**src/rtl/life_pkg.sv**
```systemverilog
// Shared state, op-code and status definitions for the Game-of-Life generation sequencer.
package life_pkg;

  localparam int unsigned DEFAULT_N = 8;

  typedef enum logic [2:0] {
    StIdle,
    StLoad,
    StStep,
    StCheck,
    StWait,
    StDone
  } state_e;

  localparam logic [1:0] OP_NOP  = 2'b00;
  localparam logic [1:0] OP_LOAD = 2'b01;
  localparam logic [1:0] OP_STEP = 2'b10;
  localparam logic [1:0] OP_RUN  = 2'b11;

  localparam logic [1:0] ST_OK      = 2'b00;
  localparam logic [1:0] ST_STABLE  = 2'b01;
  localparam logic [1:0] ST_EXTINCT = 2'b10;
  localparam logic [1:0] ST_HALTED  = 2'b11;

endpackage

```
**src/rtl/life_seq_if.sv**
```systemverilog
// Command port of the generation sequencer: valid/ready handshake plus op, count and pattern.
interface life_seq_if import life_pkg::*; #(
  parameter int unsigned N  = DEFAULT_N,
  parameter int unsigned CW = 16
);

  logic            cmd_valid;
  logic            cmd_ready;
  logic [1:0]      cmd_op;
  logic [CW-1:0]   cmd_count;
  logic [N*N-1:0]  cmd_pattern;

  modport master (
    output cmd_valid,
    output cmd_op,
    output cmd_count,
    output cmd_pattern,
    input  cmd_ready
  );

  modport slave (
    input  cmd_valid,
    input  cmd_op,
    input  cmd_count,
    input  cmd_pattern,
    output cmd_ready
  );

endinterface

```
**src/rtl/life_rate_div.sv**
```systemverilog
// Down-counter that paces RUN: after start, expire rises once PERIOD-1 wait cycles have elapsed.
module life_rate_div #(
  parameter int unsigned PERIOD = 1
) (
  input  logic clk,
  input  logic _rst,
  input  logic start,
  output logic expire
);

  localparam int unsigned W    = (PERIOD > 2) ? $clog2(PERIOD) : 1;
  localparam int unsigned Load = (PERIOD > 1) ? PERIOD - 2 : 0;

  logic [W-1:0] cnt_q;

  // Loaded in CHECK so that expire is high in the last WAIT cycle.
  always_ff @(posedge clk or negedge _rst) begin
    if (!_rst) begin
      cnt_q <= '0;
    end else if (start) begin
      cnt_q <= W'(Load);
    end else if (cnt_q != '0) begin
      cnt_q <= cnt_q - 1'b1;
    end
  end

  assign expire = (cnt_q == '0);

endmodule

```
**src/rtl/life_seq.sv**
```systemverilog
// Game-of-Life generation sequencer: drives load/step strobes, counts generations and
// detects extinct or still-life grids by comparing each generation with its predecessor.
module life_seq import life_pkg::*; #(
  parameter int unsigned N      = DEFAULT_N,
  parameter int unsigned CW     = 16,
  parameter int unsigned PERIOD = 1
) (
  input  logic            clk,
  input  logic            _rst,
  life_seq_if.slave       cmd,
  input  logic            halt,
  input  logic [N*N-1:0]  grid_state,
  output logic            load_en,
  output logic [N*N-1:0]  load_data,
  output logic            step_en,
  output logic [CW-1:0]   gen_count,
  output logic            busy,
  output logic            done,
  output logic [1:0]      status
);

  state_e          state_q;
  logic [N*N-1:0]  snap_q;
  logic [N*N-1:0]  load_data_q;
  logic [CW-1:0]   remain_q;
  logic [CW-1:0]   gen_q;
  logic            halt_pend_q;
  logic            load_en_q;
  logic            step_en_q;
  logic            done_q;
  logic [1:0]      status_q;
  logic            accept;
  logic            wait_expire;

  assign cmd.cmd_ready = (state_q == StIdle);
  assign busy          = (state_q != StIdle);
  assign accept        = cmd.cmd_valid && cmd.cmd_ready;

  life_rate_div #(
    .PERIOD (PERIOD)
  ) u_rate_div (
    .clk    (clk),
    ._rst   (_rst),
    .start  (state_q == StCheck),
    .expire (wait_expire)
  );

  always_ff @(posedge clk or negedge _rst) begin
    if (!_rst) begin
      state_q     <= StIdle;
      snap_q      <= '0;
      load_data_q <= '0;
      remain_q    <= '0;
      gen_q       <= '0;
      halt_pend_q <= 1'b0;
      load_en_q   <= 1'b0;
      step_en_q   <= 1'b0;
      done_q      <= 1'b0;
      status_q    <= ST_OK;
    end else begin
      if (halt && (state_q != StIdle)) begin
        halt_pend_q <= 1'b1;
      end
      unique case (state_q)
        StIdle: begin
          if (accept) begin
            halt_pend_q <= 1'b0;
            load_data_q <= cmd.cmd_pattern;
            remain_q    <= (cmd.cmd_op == OP_STEP) ? CW'(1) : cmd.cmd_count;
            if (cmd.cmd_op == OP_LOAD) begin
              state_q   <= StLoad;
              load_en_q <= 1'b1;
            end else if ((cmd.cmd_op == OP_STEP) ||
                         ((cmd.cmd_op == OP_RUN) && (cmd.cmd_count != '0))) begin
              state_q   <= StStep;
              step_en_q <= 1'b1;
            end else begin
              state_q  <= StDone;
              done_q   <= 1'b1;
              status_q <= ST_OK;
            end
          end
        end
        StLoad: begin
          load_en_q <= 1'b0;
          gen_q     <= '0;
          state_q   <= StDone;
          done_q    <= 1'b1;
          status_q  <= ST_OK;
        end
        StStep: begin
          // grid_state still holds the pre-step generation during this cycle.
          step_en_q <= 1'b0;
          snap_q    <= grid_state;
          remain_q  <= remain_q - 1'b1;
          if (gen_q != '1) begin
            gen_q <= gen_q + 1'b1;
          end
          state_q <= StCheck;
        end
        StCheck: begin
          if (grid_state == '0) begin
            state_q  <= StDone;
            done_q   <= 1'b1;
            status_q <= ST_EXTINCT;
          end else if (grid_state == snap_q) begin
            state_q  <= StDone;
            done_q   <= 1'b1;
            status_q <= ST_STABLE;
          end else if (halt_pend_q) begin
            state_q  <= StDone;
            done_q   <= 1'b1;
            status_q <= ST_HALTED;
          end else if (remain_q == '0) begin
            state_q  <= StDone;
            done_q   <= 1'b1;
            status_q <= ST_OK;
          end else if (PERIOD > 1) begin
            state_q <= StWait;
          end else begin
            state_q   <= StStep;
            step_en_q <= 1'b1;
          end
        end
        StWait: begin
          if (halt_pend_q) begin
            state_q  <= StDone;
            done_q   <= 1'b1;
            status_q <= ST_HALTED;
          end else if (wait_expire) begin
            state_q   <= StStep;
            step_en_q <= 1'b1;
          end
        end
        StDone: begin
          done_q  <= 1'b0;
          state_q <= StIdle;
        end
        default: begin
          state_q <= StIdle;
        end
      endcase
    end
  end

  assign load_en   = load_en_q;
  assign load_data = load_data_q;
  assign step_en   = step_en_q;
  assign gen_count = gen_q;
  assign done      = done_q;
  assign status    = status_q;

endmodule

```
**src/flat_wrapper.sv**
```systemverilog
// flat-port wrapper written by rule: the top's interface ports become plain ports
module life_seq_flat import life_pkg::*;
#(
  parameter int unsigned N      = DEFAULT_N,
  parameter int unsigned CW     = 16,
  parameter int unsigned PERIOD = 1
)
  (clk, _rst, halt, grid_state, load_en, load_data, step_en, gen_count, busy, done, status, cmd_cmd_valid, cmd_cmd_op, cmd_cmd_count, cmd_cmd_pattern, cmd_cmd_ready);
  life_seq_if #(.N(N), .CW(CW)) cmd_i ();
  input  logic clk;
  input  logic _rst;
  input  logic halt;
  input  logic [N*N-1:0] grid_state;
  output logic load_en;
  output logic [N*N-1:0] load_data;
  output logic step_en;
  output logic [CW-1:0] gen_count;
  output logic busy;
  output logic done;
  output logic [1:0] status;
  input wire logic [$bits(cmd_i.cmd_valid)-1:0] cmd_cmd_valid;
  input wire logic [$bits(cmd_i.cmd_op)-1:0] cmd_cmd_op;
  input wire logic [$bits(cmd_i.cmd_count)-1:0] cmd_cmd_count;
  input wire logic [$bits(cmd_i.cmd_pattern)-1:0] cmd_cmd_pattern;
  output wire logic [$bits(cmd_i.cmd_ready)-1:0] cmd_cmd_ready;
  assign cmd_i.cmd_valid = cmd_cmd_valid;
  assign cmd_i.cmd_op = cmd_cmd_op;
  assign cmd_i.cmd_count = cmd_cmd_count;
  assign cmd_i.cmd_pattern = cmd_cmd_pattern;
  assign cmd_cmd_ready = cmd_i.cmd_ready;
  life_seq #(.N(N), .CW(CW), .PERIOD(PERIOD)) u_core (.clk(clk), ._rst(_rst), .cmd(cmd_i), .halt(halt), .grid_state(grid_state), .load_en(load_en), .load_data(load_data), .step_en(step_en), .gen_count(gen_count), .busy(busy), .done(done), .status(status));
endmodule
```
**config.mk**
```make
export PLATFORM = sky130hd
export DESIGN_NAME = life_seq_flat
export DESIGN_NICKNAME = d
export VERILOG_FILES = /design/src/rtl/life_pkg.sv /design/src/rtl/life_seq_if.sv /design/src/rtl/life_rate_div.sv /design/src/rtl/life_seq.sv /design/src/flat_wrapper.sv
export SDC_FILE = /design/constraint.sdc
export NUM_CORES = 1
export LEC_CHECK = 0
export ABC_AREA = 1
export BUFFER_PORTS_ARGS = -buffer_cell sky130_fd_sc_hd__buf_2
export CAP_MARGIN = 30
export CORE_MARGIN = 3
export CORE_UTILIZATION = 53
export CTS_CLUSTER_DIAMETER = 30
export DETAILED_ROUTE_END_ITERATION = 16
export PLACE_DENSITY = 0.86
export SLEW_MARGIN = 20
export SYNTH_ARGS = -nofsm -noshare
export SYNTH_HDL_FRONTEND = slang
export SYNTH_SLANG_ARGS = --single-unit
export TNS_END_PERCENT = 20
```
**constraint.sdc**
```tcl
create_clock -name clk -period 2.3 [get_ports clk]
set_clock_uncertainty 0.2 [all_clocks]
set_input_delay 0.345 -clock clk [delete_from_list [all_inputs] [get_ports clk]]
set_output_delay 0.345 -clock clk [all_outputs]
set_load 0.05 [all_outputs]
```
* After elaboration in Yosys (flattened, before gate mapping)
Index checks and enable logic that the tools add are counted.
** Storage, ports and cells
- Flip-flop bits (word level) :: 170
- Bits of input ports :: 150
- Word-level logic and storage cells :: 113
- Output and inout bits :: 87
** Operators by class
- $add $sub $neg :: 3
- Muxes and demuxes :: 51
- Eq/ne operators :: 25
- Reduce and logical (&&, ||, !) cells :: 23
** Operators by type and width (number)
- == test 64 bit :: 1
- zero test 64 bit :: 1
- case mux 16 bit (2 select lines) :: 2
- 2-to-1 mux 16 bit :: 3
- 2-to-1 mux 3 bit :: 9
- 2-to-1 mux 1 bit :: 24
- != test 2 bit, second input constant :: 11
- adder 16 x 1 -> 16 bit, second input constant :: 1
- zero test 16 bit :: 1
- 2-to-1 mux 2 bit :: 8
- != test 16 bit, second input constant :: 1
- nonzero test 16 bit :: 1
- subtractor 16 x 1 -> 16 bit, second input constant :: 1
- case mux 3 bit (5 select lines) :: 1
- AND reduction 6 bit :: 2
- AND reduction 10 bit :: 1
- case mux 2 bit (4 select lines) :: 1
- AND reduction 2 bit :: 4
- nonzero test 4 bit :: 2
- == test 3 x 2 -> 1 bit, second input constant :: 2
- == test 3 bit, second input constant :: 2
- nonzero test 2 bit :: 3
- != test 5 x 1 -> 1 bit, second input constant :: 1
- case mux 1 bit (5 select lines) :: 1
- other kinds (14) :: 18

* Depth between registers and ports, before layout
Gate-level depths: netlist of run 1.
- Word-level depth :: 7
- Mapped depth :: 14
- Depth with buffers taken out :: 14

* By module
From an unflattened synthesis of run 1, not the netlist that was laid out.
** Second synthesis, totals
- Cell total of the unflattened synthesis :: 1216
- Area total of the unflattened synthesis :: 8702.1 um^2
** Modules (own cells, without submodules)
- life_seq :: times used 1, area each 8690.8 um^2, cells each 1214, seq. area each 4229.1 um^2
- life_rate_div :: times used 1, area each 11.3 um^2, cells each 2, seq. area each 0.0 um^2

* Worst setup path before layout of run 1
No wires, ideal clock.
- Kind :: reg-to-reg
- Start point :: register u_core.gen_q[0], in the netlist u_core.gen_count[0]
- End point :: register u_core.gen_q[15], in the netlist u_core.gen_count[15]
- Required time :: 1978 ps
- Clock period less this slack :: 2223 ps
- Setup slack :: 77 ps
- Cell stages (with the launch flop) :: 11
- Buffers on the path :: 0
- Setup time :: 122 ps
- Arrival time :: 1900 ps
- Path through :: dfrtp_1 ha_1 nand2_1 nor2_4 nand2_2 o21ai_4 nand2_4 nand2_1 nor2_1 o21ai_0 nor2_1
** On the way
- Cells in the longest elaborated chain, start to end :: 3
- Elaborated cells between the ends (all ways) :: 6
- Classes of those cells :: 1 x add/sub; 2 x eq/ne; 2 x mux; 1 x reduce/logical
** Ends and longest elaborated chain
- start, declared :: line life_seq.sv:26 : logic [CW-1:0] gen_q;
- start signal, assigned :: line life_seq.sv:97 : gen_q <= gen_q + 1'b1;
- adder 16 x 1 -> 16 bit / != test 16 bit (equally long branches) :: line life_seq.sv:97, life_seq.sv:96
- 2-to-1 mux 16 bit / != test 2 x 1 -> 1 bit (equally long branches)
- case mux 16 bit (2 select lines) / AND reduction 2 bit (equally long branches)
Parallel ways exist; a longest one is shown, timed or not. The select of a mux whose other input is x is not followed.
A chain may end at the register's enable or synchronous reset.

* Worst setup path in the final report of run 1
- Start point :: register u_core.state_q[1]
- End point :: output port cmd_cmd_ready
** On the way
- Cells in the longest elaborated chain, start to end :: 1
** Ends and longest elaborated chain
- start, declared :: line life_seq.sv:22 : state_e state_q;
- start signal, assigned :: line life_seq.sv:50 : state_q <= StIdle;
- start signal, assigned :: line life_seq.sv:71 : state_q <= StLoad;
- start signal, assigned :: line life_seq.sv:75 : state_q <= StStep;
- zero test 3 bit :: line life_seq.sv:35 : assign cmd.cmd_ready = (state_q == StIdle);
- end, declared :: line flat_wrapper.sv:25 : output wire logic [$bits(cmd_i.cmd_ready)-1:0] cmd_cmd_ready;
No other way between the ends.

==> results of run 1 <==
## registers in the layout (all words and copies together), names as in the netlist
name / cells
u_core.status: 2
u_core.gen_count: 16
u_core.load_data: 64
u_core.remain_q: 16
u_core.step_en: 1
u_core.halt_pend_q: 1
u_core.snap_q: 64
u_core.done: 1
u_core.state_q: 3
u_core.load_en: 1
## final cells by class
cell class | instances | area (um2)
fillers | 1199 | 4570
flip-flops and latches | 169 | 4230
multi-input cells | 837 | 3640
repair buffers | 314 | 1990
inverters | 167 | 628
clock buffers | 22 | 464
well taps | 216 | 270
clock inverters | 8 | 97.6
## power by group through the flow
stage	clock [mW]	sequential, mW	combinational (mW)
6_report	2.77	5.27	7.20
5_1_grt	2.92	5.42	7.98
4_1_cts	2.83	5.21	7.13
3_5_place_dp	0	5.22	7.02
3_3_place_gp	0	5.18	6.79
2_1_floorplan	0	7.18	3.26
## worst reg2reg max path, stage by stage, from the launching register on
cell and delay (ns):
dfrtp_1 0.42, ha_1 0.23, nand2_1 0.19, nor2_4 0.09, nand2_2 0.09, o21ai_4 0.08, nand2_4 0.14, nand2_4 0.08
nor2_2 0.17, nand2_1 0.10, o21ai_1 0.14, nor2_1 0.07
## layer usage
layer	up-vias	part of all wire	wire length, um	GRT usage
met1	4043	0.41	10100	0.353
met2	378	0.49	12000	0.463
li1	4299	-	-	-
met4	0	0.031	754	0.106
met3	68	0.075	1840	0.0657
met5	-	0	0	0
## through the flow
step / hold slack [ns] / cell area, um2
6_report: 0.0244 / 11300
5_1_grt: 0.0342 / 11300
4_1_cts: 0.00798 / 11300
3_5_place_dp: 0.0852 / 10100
3_3_place_gp: 0.0859 / 10100
2_1_floorplan: -0.151 / 8630
## layout by cell type (no fill, tap or decap), types with 3 or more instances in the layout
| cell type | n |
|---|---|
| a21oi_1 | 9 |
| a31oi_1 | 5 |
| buf_12 | 4 |
| buf_2 | 235 |
| buf_4 | 7 |
| clkbuf_1 | 3 |
| clkbuf_16 | 17 |
| clkinv_2 | 4 |
| clkinvlp_4 | 3 |
| dfrtp_1 | 169 |
| dlygate4sd3_1 | 67 |
| inv_1 | 163 |
| inv_2 | 3 |
| nand2_1 | 523 |
| nand2_2 | 3 |
| nand2_4 | 3 |
| nand3_1 | 32 |
| nand4_1 | 20 |
| nor2_1 | 98 |
| nor2_4 | 3 |
| nor3_1 | 12 |
| o211ai_1 | 6 |
| o21ai_0 | 82 |
| o31ai_1 | 4 |
| xor2_1 | 11 |
## timing repair
action,in CTS,in global routing
buffers inserted,0,0
setup endpoints to repair,0,0
hold buffers,67,0
hold endpoints to repair,102,0
## final timing paths
check	cells past startpoint	to	slack, ns	start
min in group asynchronous	2	u_core.snap_q[11]	0.20	_rst
max	4	cmd_cmd_ready	0.18	u_core.state_q[1]
max in group asynchronous	3	u_core.snap_q[39]	1.02	_rst
max reg2reg	11	u_core.gen_count[9]	0.19	u_core.gen_count[0]
min	3	u_core.remain_q[12]	0.02	cmd_cmd_count[12]
min reg2reg	2	u_core.load_data[6]	0.27	u_core.load_data[6]
## kinds of logic (layout without fill, tap and decap cells)
family,after synthesis,after routing,synth area share
simple gates,701,701,0.324
buf+inv,202,511,0.0903
flops,169,169,0.490
compound gates,123,123,0.0816
xor+xnor,11,11,0.0112
fa+ha+maj,2,2,0.00290
==> summary.md, run 1 <==
| Metric | Value |
|---|---|
| Most frequent cell after synthesis | nand2_1 |
| Max FO, Critical Path | 7 |
| Clk Latency, worst-skew pair | 0.42 ns |
| Core outline area | 15900 um2 |
| Gate power share | 0.473 |
| Syn Inst Count | 1208 |
| Final Slew Violations | 0 |
| Data required, critical path | 1.75 ns |
| Sink Count | 169 |
| Hold Fails Final Rpt | 0 |
| Worst VDD drop | 1.19 mV |
| Placed insts | 1636 |
| Synth top area share | 0.490 |
| Root Buffer | clkbuf_16 |
| Total die area | 17900 um2 |
| Final WS setup | 0.184 ns |
| Dpl hpwl | 16200 um |
| First-pass GRT wire length | 40100 um |
| Synth Flop Type | dfrtp_1 |
| RePlAce Congestion | 0.909 |
| Final Non-Filler Cells | 1733 |
| Die span in y | 134 um |
| Fmax | 472 MHz |
| Starting density of the core | 0.543 |
| Slew HR | 0.645 |
| Vias in the first global route | 8474 |
| Wire per inst | 14.2 um |
| Internal power | 7.98 mW |
| Netlist Area Pre-Place | 8630 um2 |
| Pwr/cell area | 1350 nW/um2 |
| Rows | 46 |
| TritonCTS clock tree | yes |
| CP endpoint kind | output pin |
| Post-CTS resize count | 0 |
| DRT Pass-1 Iters | 6 |
| Util after Layout | 0.712 |
| Ys Warns | 0 |
| Share of cells above drive strength 1 | 0.193 |
| Area leader, netlist | dfrtp_1 |
| Sw frac | 0.477 |
| Crit path buf inv count | 2 |
| Post-Syn Nets | 1360 |
| # setup viols final | 0 |
| # DRC | 0 |
| DP Worst Slack | 0.256 ns |
| Async S/R FF share, synth | 1.00 |
| Power Total | 15.2 mW |
| Setup TNS | 0 ns |
| Number of synthesized flops with an enable pin | 0 |
| Min cycle time layout | 2.12 ns |
| Slowest CP cell | dfrtp_1 |
| Hold crit path type | input pin to flip-flop |
| Vias | 8788 |
| Fin nets | 1658 |
| # Max-Cap Violations | 0 |
| Psw | 7.27 mW |
| Leading post-synthesis cells by cell area | dfrtp_1, nand2_1, inv_1 |
| Total wire length | 24700 um |
| Worst-Margin Slew | 0.533 ns |
| Total global routing overflow | 0 |
| Sequential element share of the synthesized area | 0.490 |
| CTS Buffer Depth | 2 |
| Status | completed |
| Via-per-instance ratio | 5.07 |
| Worst path max stage delay | 0.41 ns |
| Detail Route Antenna Nets | 0 |
| Fin crit share | 0.920 |
| Sequential Power Share | 0.346 |
| Unrepaired setup endpoints after global routing | no |
| Pin count of the biggest net entering global routing | 154 |
| Worst path arrival time | 1.57 ns |
| N_diodes | 0 |
| GRT Util Overall | 0.277 |
| Initial DRC count | 711 |
| Initial antenna violation count | 0 |
| Syn avg cell area | 7.15 um2 |
| Share of total power in the clock network | 0.182 |
| Distinct cell type count after synthesis | 39 |
| Crit-path leading delay family | buffers and inverters |
| Area delta synth->final | 31.1% |
| CP cell instances | nor2_1 -> inv_1 -> nor2_4 -> buf_2 |
| Num CTS Buffers | 17 |
| Critical path launch point type | flip-flop |
| Io pins | 237 |
| Die W | 134 um |
| Worst-path clk slew | 0.06 ns |
| Synth top cells by count | nand2_1, dfrtp_1, inv_1 |
| Port Buffers | 236 |
| H-tree depth | 4 |
| Total leakage power | 6.41 nW |
| Kind of critical path | flip-flop to output pin |
| Synth Register Bits | 169 |
Note: power is estimated with default switching activity, not from simulation.
==> run 2: changes to the inputs <==
--- a/config.mk
+++ b/config.mk
@@ -16,5 +16,6 @@
 export SLEW_MARGIN = 20
 export SYNTH_ARGS = -nofsm -noshare
 export SYNTH_HDL_FRONTEND = slang
+export SYNTH_HIERARCHICAL = 1
 export SYNTH_SLANG_ARGS = --single-unit
 export TNS_END_PERCENT = 20
==> constraint.sdc (replaced) <==
create_clock -name clk -period 2.12 [get_ports clk]
set_clock_uncertainty 0.2 [all_clocks]
set_input_delay 0.318 -clock clk [delete_from_list [all_inputs] [get_ports clk]]
set_output_delay 0.318 -clock clk [all_outputs]
set_load 0.05 [all_outputs]
==> run 2 against run 1 <==
Net effect:
- critical path depth stayed put
- non-clock buffer count is 34 higher
- wire length is 12% higher
- synthesized cell count is 0.66% higher
- largest cell class unchanged
- largest power group unchanged
==> summary.md, run 2 <==
| Metric | Value |
|---|---|
| Status | completed |
| Data required, critical path | 1.60 ns |
| Sequential Power Share | 0.333 |
| Synth Area in Simple Gates | 0.324 |
| Distinct cell type count after synthesis | 41 |
| Final WS setup | 0.0709 ns |
| Post-synthesis compound-gate area fraction | 0.0762 |
| Area leader, netlist | dfrtp_1 |
| Initial antenna violation count | 1 |
| Worst path max stage delay | 0.42 ns |
| Hold path endpoint | u_core/snap_q[37] |
| Kind of critical path | flip-flop to output pin |
| # setup viols final | 0 |
| Synth Flop Type | dfrtp_1 |
| Worst R2R Start | u_core/remain_q[1] |
| Util after Layout | 0.742 |
| N_diodes | 0 |
| Worst-path clk slew | 0.07 ns |
| WHS Path Cells | 3 |
| Wire per inst | 15.6 um |
| CP endpoint kind | output pin |
| Hold Fails Final Rpt | 0 |
| Fin crit share | 0.967 |
| Async S/R FF share, synth | 1.00 |
| Share of total power in the clock network | 0.190 |
| Synth top cells by count | nand2_1, dfrtp_1, inv_1 |
| Synth Area in XOR/XNOR | 0.0191 |
| Placed insts | 1649 |
| Worst path arrival time | 1.53 ns |
| Total wire length | 27600 um |
| TritonCTS clock tree | yes |
| Dpl hpwl | 16300 um |
| Max FO, Critical Path | 5 |
| Sequential element share of the synthesized area | 0.486 |
| Sw frac | 0.485 |
| R2r setup slk | 0.07 ns |
| Rows | 46 |
| R2R depth | 13 |
| Core outline area | 16000 um2 |
| Setup TNS | 0 ns |
| Post-Syn Nets | 1368 |
| Worst-Margin Slew | 0.793 ns |
| Die W | 134 um |
| Worst reg2reg path endpoint | u_core/step_en |
| Slew HR | 0.471 |
| Syn Inst Count | 1216 |
| # DRC | 0 |
| Slowest CP cell | dfrtp_1 |
| Hold WS | 0.0105 ns |
| H-tree depth | 4 |
| Internal power | 8.88 mW |
| Synth top area share | 0.486 |
| Critical path launch point type | flip-flop |
| Final Non-Filler Cells | 1776 |
| Final instance area | 11900 um2 |
| Psw | 8.35 mW |
| Hold_sp | grid_state[37] |
| Pin count of the biggest net entering global routing | 92 |
| Sink Count | 169 |
| Commonest non-fill, non-tap cell in the layout | nand2_1 |
| Final Slew Violations | 0 |
| Leading post-synthesis cells by cell area | dfrtp_1, nand2_1, inv_1 |
| Number of synthesized flops with an enable pin | 0 |
| DP Worst Slack | 0.0170 ns |
| Worst VDD drop | 1.26 mV |
| Area delta synth->final | 36.4% |
| Power Total | 17.2 mW |
| Synth Register Bits | 169 |
| # Max-Cap Violations | 0 |
| First-pass GRT wire length | 43600 um |
| Starting density of the core | 0.544 |
| Min cycle time layout | 2.05 ns |
| Largest family of logic cells by synthesized area | simple AND/OR/NAND/NOR gates |
| Fin nets | 1699 |
| Total die area | 18000 um2 |
| Die span in y | 134 um |
| Share of cells above drive strength 1 | 0.221 |
| Via-per-instance ratio | 5.20 |
| Gate power share | 0.477 |
| Hold crit path type | input pin to flip-flop |
| GRT Util Overall | 0.301 |
| Fmax | 488 MHz |
| CP cell instances | nor2_2 -> nand2_4 -> inv_1 -> buf_4 |
| Num CTS Buffers | 17 |
| Port Buffers | 236 |
| DRT Pass-1 Iters | 5 |
| Io pins | 237 |
| Most frequent cells in the layout | nand2_1, buf_2, dfrtp_1 |
| Initial DRC count | 852 |
| Total leakage power | 6.62 nW |
| Total global routing overflow | 0 |
| Ys Warns | 6 |
| Pwr/cell area | 1450 nW/um2 |
| Vias | 9243 |
| Most frequent cell after synthesis | nand2_1 |
| Area share of fa/ha/maj cells after synthesis | 0.00288 |
| Detail Route Antenna Nets | 0 |
| Root Buffer | clkbuf_16 |
| Vias in the first global route | 9124 |
| Syn avg cell area | 7.16 um2 |
| Netlist Area Pre-Place | 8700 um2 |
| RePlAce Congestion | 0.874 |
| Post-place instance area | 10200 um2 |
| Clk Latency, worst-skew pair | 0.43 ns |
| CTS Buffer Depth | 2 |
| Mux cell area share after synthesis | 0 |
[run 2: cell types whose count changed in the layout (fill, tap and decap cells not counted), sizes merged, moves of 3 or more]
cell	delta
a21oi	+10
nor2	-9
dlygate4sd3	+24
buf	+10
inv	+8
clkbuf	-5
o21ai	-3
nor3	+3
xor2	+7
[run 2: per-layer routing]
metal	wire length [um]	part of all wire	global-route usage
met4	1100	0.040	0.134
met1	10600	0.38	0.356
met2	13500	0.49	0.521
met5	13	0.00047	0
met3	2370	0.086	0.0758
[run 2: timing repair]
| action | 4_1_cts | 5_1_grt |
|---|---|---|
| hold buffers | 91 | 0 |
| resized for setup | 8 | 32 |
| buffers inserted | 0 | 4 |
| endpoints found under the hold margin | 130 | 0 |
| setup endpoints to repair | 7 | 21 |
| pin swaps | 0 | 10 |
[run 2: power groups by stage]
stage                     Clock (mW)  Sequential [mW]  Combinational (mW)
after global routing            3.46             5.89                8.91
after CTS                       3.30             5.63                7.76
after detailed placement           0             5.63                7.56
after floorplan                    0             7.71                3.54
after global placement             0             5.58                7.30
final                           3.27             5.74                8.22
[run 2: area by class of cell]
| type | count | area (um2) |
|---|---|---|
| multi-input combinational | 843 | 3810 |
| tap | 216 | 270 |
| clock buffer | 17 | 425 |
| sequential | 169 | 4230 |
| fill | 1137 | 4130 |
| inverter | 168 | 632 |
| clock inverter | 15 | 185 |
| timing repair buffer | 348 | 2310 |
[run 2: cell families after synthesis]
kind of cell | count (synthesis)
buf+inv | 204
other cells | 1
simple gates | 698
xor+xnor | 19
flops | 169
fa+ha+maj | 2
compound gates | 123
[run 2: how the worst max path moves through the flow]
stage	start	slack, ns	depth (start not counted)	end
2_1_floorplan	u_core/state_q[0]	-0.02	10	u_core/status[0]
3_3_place_gp	u_core/remain_q[0]	0.13	13	u_core/step_en
3_5_place_dp	u_core/remain_q[0]	0.02	13	u_core/step_en
4_1_cts	u_core/remain_q[1]	0.01	13	u_core/step_en
5_1_grt	u_core/remain_q[1]	-0.05	13	u_core/step_en
6_report	u_core/state_q[0]	0.07	4	cmd_cmd_ready
[run 2: critical path, delay by kind of cell, from the launching register on]
| kind | cells | cell delay, ns |
|---|---|---|
| buf+inv | 2 | 0.37 |
| flops | 1 | 0.42 |
| simple gates | 2 | 0.32 |
==> run 3: changes to the inputs <==
--- a/config.mk
+++ b/config.mk
@@ -13,6 +13,7 @@
 export CTS_CLUSTER_DIAMETER = 30
 export DETAILED_ROUTE_END_ITERATION = 16
 export PLACE_DENSITY = 0.86
+export SETUP_SLACK_MARGIN = 0.3
 export SLEW_MARGIN = 20
 export SYNTH_ARGS = -nofsm -noshare
 export SYNTH_HDL_FRONTEND = slang
==> run 3 against run 2 <==
Net effect:
- setup slack worse by 0.049 ns
- sequential power hardly changed
- non-clock buffer count is 29 higher
- clock-buffer cell count stayed put
- first-iteration DRC count is 0.35% higher
- flip-flop and latch count stayed put
- final cell count is 1.7% higher
- via count is 1.9% higher
- critical path type is now flip-flop to flip-flop
==> summary.md, run 3 (same netlist as run 2, synthesis figures left out) <==
| Metric | Value |
|---|---|
| TritonCTS clock tree | yes |
| Total wire length | 28600 um |
| Starting density of the core | 0.544 |
| Vias | 9422 |
| Total global routing overflow | 0 |
| Worst reg2reg path endpoint | u_core/remain_q[4] |
| Total leakage power | 6.85 nW |
| Clk Latency, worst-skew pair | 0.42 ns |
| Hold Fails Final Rpt | 0 |
| Unrepaired setup endpoints after global routing | yes |
| Commonest non-fill, non-tap cell in the layout | nand2_1 |
| Vias in the first global route | 9148 |
| # setup viols final | 0 |
| GRT Util Overall | 0.296 |
| First-pass GRT wire length | 43000 um |
| Port Buffers | 236 |
| Share of cells above drive strength 1 | 0.261 |
| Wire per inst | 15.8 um |
| Fin crit share | 0.990 |
| WHS Path Cells | 3 |
| Max FO, Critical Path | 3 |
| Area delta synth->final | 42.3% |
| Io pins | 237 |
| Fin nets | 1728 |
| Most frequent cells in the layout | nand2_1, buf_2, dfrtp_1 |
| Min cycle time layout | 2.10 ns |
| Critical path launch point type | flip-flop |
| Status | completed |
| CP endpoint kind | flip-flop |
| Via-per-instance ratio | 5.22 |
| Data required, critical path | 2.23 ns |
| # Max-Cap Violations | 0 |
| Die W | 134 um |
| Worst R2R Start | u_core/remain_q[1] |
| Kind of critical path | flip-flop to flip-flop |
| Initial DRC count | 855 |
| Final Slew Violations | 0 |
| Final instance area | 12400 um2 |
| DRT Pass-1 Iters | 5 |
| Initial antenna violation count | 2 |
| Core outline area | 16000 um2 |
| CTS Buffer Depth | 2 |
| Hold path endpoint | u_core/snap_q[47] |
| Hold crit path type | input pin to flip-flop |
| Rows | 46 |
| H-tree depth | 4 |
| Num CTS Buffers | 17 |
| Detail Route Antenna Nets | 0 |
| # DRC | 0 |
| Sink Count | 169 |
| Hold WS | 0.0168 ns |
| Pin count of the biggest net entering global routing | 108 |
| Total die area | 18000 um2 |
| Worst path arrival time | 2.21 ns |
| Root Buffer | clkbuf_16 |
| Pwr/cell area | 1470 nW/um2 |
| R2R depth | 10 |
| Worst VDD drop | 1.37 mV |
| RePlAce Congestion | 0.911 |
| Dpl hpwl | 16500 um |
| Hold_sp | grid_state[47] |
| Fmax | 477 MHz |
| R2r setup slk | 0.02 ns |
| Placed insts | 1649 |
| Post-place instance area | 10200 um2 |
| Worst-path clk slew | 0.07 ns |
| Die span in y | 134 um |
| Final Non-Filler Cells | 1806 |
run 3: changes by cell type in the layout (fill, tap and decap cells not counted), moves of 7 or more:
| cell | change |
|---|---|
| dlygate4sd3_1 | -7 |
| nand2_1 | -9 |
| buf_6 | +7 |
| buf_4 | +26 |
| dfrtp_1 | -7 |
| dfrtp_2 | +7 |
run 3: metrics by stage:
stage	power [mW]	util	TNS (ns)	worst slack, ns
after floorplan	11.3	-	0	0.109
after global placement	13.0	0.639	0	0.121
after detailed placement	13.3	0.639	-0.0376	-0.0376
after CTS	17.3	0.750	0	0.207
after global routing	19.3	0.774	0	0.0413
final	18.2	0.774	0	0.0216
run 3: worst max-delay path by stage:
| stage | end | depth (start not counted) | slack [ns] | startpoint |
|---|---|---|---|---|
| CTS | cmd_cmd_ready | 4 | 0.21 | u_core/state_q[1] |
| global route | u_core/remain_q[4] | 10 | 0.04 | u_core/remain_q[1] |
| global placement | u_core/step_en | 13 | 0.12 | u_core/remain_q[1] |
| finish | u_core/remain_q[4] | 10 | 0.02 | u_core/remain_q[1] |
| floorplan | u_core/gen_count[12] | 11 | 0.11 | u_core/gen_count[0] |
| detailed placement | u_core/step_en | 13 | -0.04 | u_core/remain_q[1] |
run 3: timing repair:
| action | in CTS | in global routing |
|---|---|---|
| gates resized for setup | 40 | 55 |
| setup endpoints to repair | 93 | 136 |
| pin swaps | 20 | 29 |
| buffers inserted | 18 | 21 |
| gates cloned | 0 | 1 |
| hold buffers | 84 | 0 |
| endpoints found under the hold margin | 126 | 0 |
run 3: layer usage:
| metal | up-vias | routed length (um) | GRT usage |
|---|---|---|---|
| met5 | - | 9 | 0 |
| met3 | 96 | 2200 | 0.0754 |
| met1 | 4379 | 10900 | 0.354 |
| met4 | 2 | 915 | 0.102 |
| li1 | 4452 | - | - |
| met2 | 493 | 14600 | 0.520 |
run 3: layout make-up:
type                       count  area (um2)
multi-input combinational    843        3970
fill                        1099        3620
timing repair buffer         377        2590
clock inverter                14         230
inverter                     168         647
antenna                        2        5.00
tap                          216         270
clock buffer                  17         425
sequential                   169        4240
run 3: critical path, cell delays in order, from the launching register on:
cell and delay (ns):
dfrtp_1 0.41, inv_2 0.10, ha_4 0.16, inv_4 0.04
nor2_4 0.12, nand2_4 0.09, buf_4 0.14, buf_4 0.13
a21oi_1 0.15, o21ai_0 0.17, a31oi_1 0.27
run 3: report_power, final:
part	leakage (nW)	internal (mW)	switching (mW)
Combinational	4.45	2.78	6.19
Sequential	2.09	4.69	1.07
Clock	0.318	2.12	1.37
Total	6.85	9.59	8.63
